### config.mk
export PLATFORM = sky130hd
export DESIGN_NAME = count_cmp_sequencer
export DESIGN_NICKNAME = d
export VERILOG_FILES = /design/src/rtl/count_cmp_sequencer.sv
export SDC_FILE = /design/constraint.sdc
export NUM_CORES = 1
export LEC_CHECK = 0
export ABC_AREA = 1
export BUFFER_PORTS_ARGS = -buffer_cell sky130_fd_sc_hd__buf_2
export CORE_MARGIN = 2
export CORE_UTILIZATION = 45
export CTS_CLUSTER_SIZE = 40
export DETAILED_ROUTE_END_ITERATION = 10
export PLACE_DENSITY = 0.82
export SKIP_LAST_GASP = 1
export SYNTH_ARGS = -nofsm -noshare
export SYNTH_HDL_FRONTEND = slang
export SYNTH_SLANG_ARGS = --single-unit
### constraint.sdc
create_clock -name CLK -period 1.2 [get_ports CLK]
set_input_delay 0.06 -clock CLK [delete_from_list [all_inputs] [get_ports CLK]]
set_output_delay 0.06 -clock CLK [all_outputs]
set_load 0.005 [all_outputs]
### src/rtl/count_cmp_sequencer.sv
// count_cmp_sequencer: sequences clear/count/drain runs on a counter-compare datapath and compacts its responses into a MISR signature.
module count_cmp_sequencer (
  input  logic        CLK,
  input  logic        RSTN,
  input  logic        START,
  input  logic [8:0]  MASK,
  input  logic [7:0]  RUN_LEN,
  input  logic        W_IN,
  input  logic        Z_IN,
  output logic        X_OUT,
  output logic        CLEAR_OUT,
  output logic [8:0]  C_OUT,
  output logic        BUSY,
  output logic        DONE,
  output logic [15:0] SIG,
  output logic [7:0]  WCNT
);
  typedef enum logic [2:0] {IDLE, CLR, RUN, DRAIN, FIN} state_t;
  state_t state, state_d;
  logic [7:0] cnt, cnt_d, wcnt_d;
  logic [8:0] c_d;
  logic [15:0] sig_d;
  logic cap;
  assign cap = state == RUN || state == DRAIN;
  always_comb begin
    state_d = state;
    cnt_d = cnt;
    c_d = C_OUT;
    sig_d = cap ? {SIG[14:0], 1'b0} ^ (SIG[15] ? 16'h1021 : 16'h0000) ^ {14'b0, W_IN, Z_IN} : SIG;
    wcnt_d = cap && W_IN && WCNT != 8'hFF ? WCNT + 8'd1 : WCNT;
    case (state)
      IDLE: if (START) begin
        state_d = CLR;
        c_d = MASK;
        cnt_d = RUN_LEN;
        sig_d = 16'h0000;
        wcnt_d = 8'h00;
      end
      CLR: state_d = cnt != 8'd0 ? RUN : DRAIN;
      RUN: begin
        cnt_d = cnt - 8'd1;
        state_d = cnt == 8'd1 ? DRAIN : RUN;
      end
      DRAIN: state_d = FIN;
      default: state_d = IDLE;
    endcase
  end
  // Control outputs are registered by decoding the next state.
  always_ff @(posedge CLK or negedge RSTN) begin
    if (!RSTN) begin
      state <= IDLE;
      cnt <= 8'd0;
      C_OUT <= 9'h000;
      SIG <= 16'h0000;
      WCNT <= 8'h00;
      X_OUT <= 1'b0;
      CLEAR_OUT <= 1'b0;
      BUSY <= 1'b0;
      DONE <= 1'b0;
    end else begin
      state <= state_d;
      cnt <= cnt_d;
      C_OUT <= c_d;
      SIG <= sig_d;
      WCNT <= wcnt_d;
      X_OUT <= state_d == RUN;
      CLEAR_OUT <= state_d == CLR;
      BUSY <= state_d != IDLE;
      DONE <= state_d == FIN;
    end
  end
endmodule
### Word level (Yosys, flattened, before mapping)

Cells that the tools add are included.

* word-level logic and storage cells: 44
* input bits: 22
* output and inout port bits: 37
* ROM bits: 0
* memories kept: 0
* register bits: 48
* bits in latches: 0
* memory bits (writable): 0

* magnitude comparators: 0
* multiply operators: 0
* bitwise logic cells: 2
* shifts and indexed selects: 0
* reduce and logical (&&, ||, !) cells: 9
* muxes and demuxes: 13
* divide/modulo/power cells: 0
* add/sub/neg operators: 2
* equality and inequality tests: 9

Operators by type and width (count)
* $mux 16: 3
* $mux 8: 4
* $pmux 8 s2: 1
* $xor 16x13->16: 1
* $xor 16x2->16: 1
* $mux 13: 1
* $pmux 3 s4: 1
* $eq 3x2->1 const B: 3
* $add 8x1->8 const B: 1
* $eq 8x1->1 const B: 1
* $ne 8x8->1 const B: 1
* $reduce_bool 8->1: 1
* $sub 8x1->8 const B: 1
* $eq 3x1->1 const B: 2
* $reduce_and 2->1: 2
* $eq 3x3->1 const B: 1
* $logic_not 3->1: 1
* $mux 3: 1
* $reduce_bool 3->1: 1
* $logic_and 1x1->1: 2
* $mux 1: 2
* $ne 2x2->1 const B: 1
* $reduce_bool 2->1: 1
* $logic_or 1x1->1: 1

### Depth between registers and ports, before layout

* depth in word-level cells: 7
* mapped depth: 8
* depth with buffers taken out: 8

### Worst setup path after synthesis

Ideal clock, no wire load.

* kind: register to register
* start point: register WCNT[0]
* end point: register WCNT[0]
* data required time: 1080 ps
* path slack: -102 ps
* clock period less this slack: 1302 ps
* data arrival time: 1182 ps
* stages on the path, launching flop included: 8
* path buffers: 0
* setup time: 120 ps
* path through: dfrtp_1 > ha_1 > nand2_1 > nor2_1 > nand2_2 > nand2_1 > o21ai_0 > nor2_1

* longest elaborated chain between the ends: 5
* elaborated cells on any way between the ends: 6
* those cells by class: add/sub: 1; eq/ne: 1; mux: 3; reduce/logical: 1

Ends and longest elaborated chain
* start, declared: RTL line 16 `output logic [7:0] WCNT`
* start signal, assigned: RTL line 65 `WCNT <= wcnt_d;`
* parallel branches: the longest is 2 deep, another holds $add 8x1->8
* $mux 8 *: RTL line 30 `wcnt_d = cap && W_IN && WCNT != 8'hFF ? WCNT + 8'd1 : WCNT;`
* $mux 8: RTL line 32 `IDLE: if (START) begin`
* $mux 8 *: RTL line 31 `case (state)`
* net wcnt_d[0]: RTL line 20 `logic [7:0] cnt, cnt_d, wcnt_d;`

Mark *: on every way through the listed nets, which the timed path passes.
A chain may end at the register's enable or synchronous reset.

### Worst setup path after layout

* start point: register state[1]
* end point: register SIG[0]

* longest elaborated chain between the ends: 5
* elaborated cells on any way between the ends: 7
* those cells by class: eq/ne: 2; mux: 3; reduce/logical: 2

Ends and longest elaborated chain
* start, declared: RTL line 19 `state_t state, state_d;`
* start signal, assigned: RTL line 61 `state <= state_d;`
* $eq 3x2->1: RTL line 24 `assign cap = state == RUN || state == DRAIN;`
* $logic_or 1x1->1: RTL line 24
* $mux 16: RTL line 29 `sig_d = cap ? {SIG[14:0], 1'b0} ^ (SIG[15] ? 16'h1021 : 16'h0000) ^ {14'b0, W_IN, Z_IN} : SIG;`
* $mux 16: RTL line 32
* $mux 16 *: RTL line 31
* net sig_d[0]: RTL line 22 `logic [15:0] sig_d;`
* end signal, assigned: RTL line 64 `SIG <= sig_d;`
* end, declared: RTL line 15 `output logic [15:0] SIG,`

The timed path passes the listed nets; every way through them passes the cells marked *.

==> out/summary.log <==
qor: power_and_ir_drop.comb_power_share 29.2%
qor: finish.design_area 0.00349 sq mm
qor: power_and_ir_drop.power.switching 0.00171 W
qor: placed_design.gp_routability_congestion 0.851
qor: placed_design.detailed_place.area 0.00281 sq mm
qor: finish.post_route_cells_drive_above_1_share 38.6%
qor: synth.syn-cell-area 0.00228 sq mm
qor: drt.drt_pre_antenna_iters 4
qor: critical_path.critical_path_class reg2reg
qor: synth.synth.net_count 312
qor: timing.holdWs 51.7 ps
qor: critical_path.worst_setup_path_end_kind flop
qor: worst_hold_path.holdCritPathClass in2reg
qor: critical_path.crit_arrival 1630 ps
qor: timing.slew_headroom 75.7%
qor: grt.grt_pass1_wl 9600 um
qor: grt.antenna_violations_before_repair 0
qor: synth.synth_top_area_cell dfrtp_1
qor: clocking.cts_max_path_buffers 2
qor: placed_design.io_buffer_count 58
qor: drt.detail_route.iter0.violations 126
qor: timing.timing.fmax 707 MHz
qor: clocking.htree_num_levels 2
qor: status.violations_in_the_final_reports negative setup slack
qor: timing.finalWorstSetupSlack -214 ps
qor: finish.finish.utilization 72.5%
qor: timing.rsz0062_at_grt yes
qor: timing.clock-skew-final 5.05 ps
qor: floorplanning.core.rowCount 25
qor: drt.wire_per_inst 14.5 um
qor: status.run_status complete, but fails checks
qor: drt.routed_wirelength 6670 um
qor: power_and_ir_drop.clkPwrFrac 25.7%
qor: power_and_ir_drop.p_total 0.00532 W
qor: synth.yosys.area.top_type_share 52.7%
qor: finish.synthToLayoutAreaGrowth 53.1%
qor: timing.max_slew.worst_pin.slew 361 ps
qor: floorplanning.core 0.00482 sq mm
qor: floorplanning.dieArea 0.00565 sq mm
qor: finish.instances_no_fill 461
qor: placed_design.place_hpwl 3650 um
qor: floorplanning.die_height 75.2 um
qor: finish.finalNetCount 420
qor: finish.antenna_cells_inserted 0
qor: clocking.cts_made_buffers 5
qor: grt.via_count_of_the_first_global_routing_pass 2241
qor: timing.slew_violations 0
qor: power_and_ir_drop.switching_power_as_a_share_of_total_power 32.1%
qor: drt.route.detailed.drc 0
qor: drt.vias_per_cell 4.96
qor: timing.layout_min_cycle_time 1410 ps
qor: synth.synth_sequential_area_ratio 52.7%
qor: drt.drt.antenna.violating_nets 0
qor: power_and_ir_drop.power_report.internal_total 0.00362 W
qor: clocking.cts_tree yes
qor: clocking.tritoncts_num_sinks 48
qor: synth.synth.distinct_cells 24
qor: clocking.clock-root-buffer clkbuf_8
qor: floorplanning.chipWidth 75.2 um
qor: grt.grt_use_total 22.5%
qor: clocking.clkLatencyLatePin 300 ps
qor: synth.ys_ff_latch 48
qor: timing.layout_worst_path_cycle_share 118%
qor: synth.postSynthAreaPerCell 7.98 sq um
qor: power_and_ir_drop.ir_drop 1.07 mV
qor: grt.maximum_number_of_pins_on_one_net_before_global_route_repair 49
qor: finish.layout.cells.most_common_list 66 x nand2_1, 60 x buf_2, 46 x dfrtp_1
qor: critical_path.worst-path-max-fanout 10
qor: finish.commonest_non_fill_non_tap_cell_in_the_layout nand2_1
qor: timing.finalSetupViolCount 44
qor: clocking.cts.reportedPaths.clkPinSlew 90 ps
qor: power_and_ir_drop.p_per_area 1520 mW/mm^2
qor: synth.synth_cells 286
qor: floorplanning.starting_density_of_the_core 47.4%
qor: timing.finalHoldViolCount 0
qor: critical_path.timing.critical_path.required 1410 ps
qor: drt.vias 2287
qor: critical_path.startpoint_type flop
qor: synth.yosys_warnings 0
qor: grt.overflow 0
qor: placed_design.dp_cell_count 423
qor: floorplanning.floorplan.io_pins 59
qor: power_and_ir_drop.power.share.sequential 45.1%
qor: power_and_ir_drop.leakage 1.83 nW
qor: synth.synthTopCellsByArea dfrtp_1 53%, nand2_1 12%, nor2_1 8.9%
qor: run.maxCapViolations 0
cell families (layout without fill, tap and decap cells):
kind of cell | Yosys count | in the layout | share of synthesized area (%)
flops | 48 | 48 | 52.7
simple gates | 158 | 160 | 28.6
compound gates | 34 | 34 | 7.95
xor+xnor | 4 | 4 | 1.54
fa+ha+maj | 4 | 4 | 2.19
buf+inv | 38 | 144 | 7.02
cell usage after synthesis:
cell type  instances
or2_1              1
buf_2              5
nor3_1             3
inv_2              2
nand3_1           17
o21ai_1            1
clkbuf_1           1
a21oi_1            8
nand4_1            4
buf_4              3
o21ai_0           20
nand2_1           73
nand3_2            2
ha_1               4
o22ai_1            1
dfrtp_1           48
nor2_2             1
inv_1             27
xnor2_1            4
nand2_2            2
or2_2              1
o211ai_1           3
nor2_1            54
o21a_1             1
state kept, by name, indices dropped and copies added (netlist names):
signal,count
cnt,8
WCNT,8
BUSY,1
C_OUT,9
DONE,1
CLEAR_OUT,1
X_OUT,1
state,3
SIG,16
area by class of cell:
class / count / area [sq um]
flip-flops and latches: 48 / 1200
multi-input cells: 202 / 1130
clock buffers: 5 / 68.8
clock inverters: 2 / 60.1
well taps: 67 / 83.8
repair buffers: 107 / 816
repair inverters: 1 / 7.51
inverters: 29 / 125
fillers: 379 / 1330
worst paths after layout:
| path | start | end | slack [ps] | depth (start not counted) |
|---|---|---|---|---|
| setup / recovery | state[1]$_DFF_PN0_ | SIG[0]$_DFF_PN0_ | -210 | 5 |
| hold / removal | RUN_LEN[0] | cnt[0]$_DFFE_PN0P_ | 50 | 3 |
| setup reg to reg | state[1]$_DFF_PN0_ | SIG[0]$_DFF_PN0_ | -210 | 5 |
| hold reg to reg | C_OUT[0]$_DFFE_PN0P_ | C_OUT[0]$_DFFE_PN0P_ | 480 | 2 |
| max in group asynchronous | RSTN | state[2]$_DFF_PN0_ | 690 | 3 |
| min in group asynchronous | RSTN | WCNT[3]$_DFF_PN0_ | 250 | 3 |
routing by layer:
metal / track usage (%) / part of all wire, % / vias up
met1: 26.3 / 41 / 1076
li1: - / - / 1124
met2: 39.7 / 51 / 71
met5: 0 / 0 / -
met3: 4.69 / 5.3 / 16
met4: 9.94 / 2.3 / 0
worst max-delay path: stages (launching register included):
cell and delay [ps]:
dfrtp_1 410, buf_4 170, nand2_4 120, clkinvlp_4 230, buf_4 210, a21oi_1 190
power groups by stage:
| stage | sequential (W) | clock (W) | combinational [W] |
|---|---|---|---|
| after floorplan | 0.00238 | 0 | 0.000598 |
| after global placement | 0.00236 | 0 | 0.00131 |
| after detailed placement | 0.00237 | 0 | 0.00136 |
| after CTS | 0.00236 | 0.00136 | 0.00146 |
| after global routing | 0.00246 | 0.00144 | 0.00174 |
| final | 0.00240 | 0.00137 | 0.00155 |
what timing repair did:
item | in CTS | in global routing
endpoints found under the hold margin | 60 | 1
endpoints found under the setup margin | 42 | 45
pin swaps | 5 | 6
setup buffers | 3 | 5
hold buffers | 13 | 1
cloned | 3 | 6
resized for setup | 34 | 40
through the flow:
step / setup TNS [ps] / setup slack (ps)
2_1_floorplan: -46.6 / -31.4
3_3_place_gp: -583 / -65.1
3_5_place_dp: -2260 / -119
4_1_cts: -1320 / -62.3
5_1_grt: -7570 / -233
6_report: -4310 / -214
No activity file was read; power rests on OpenSTA's default activity.
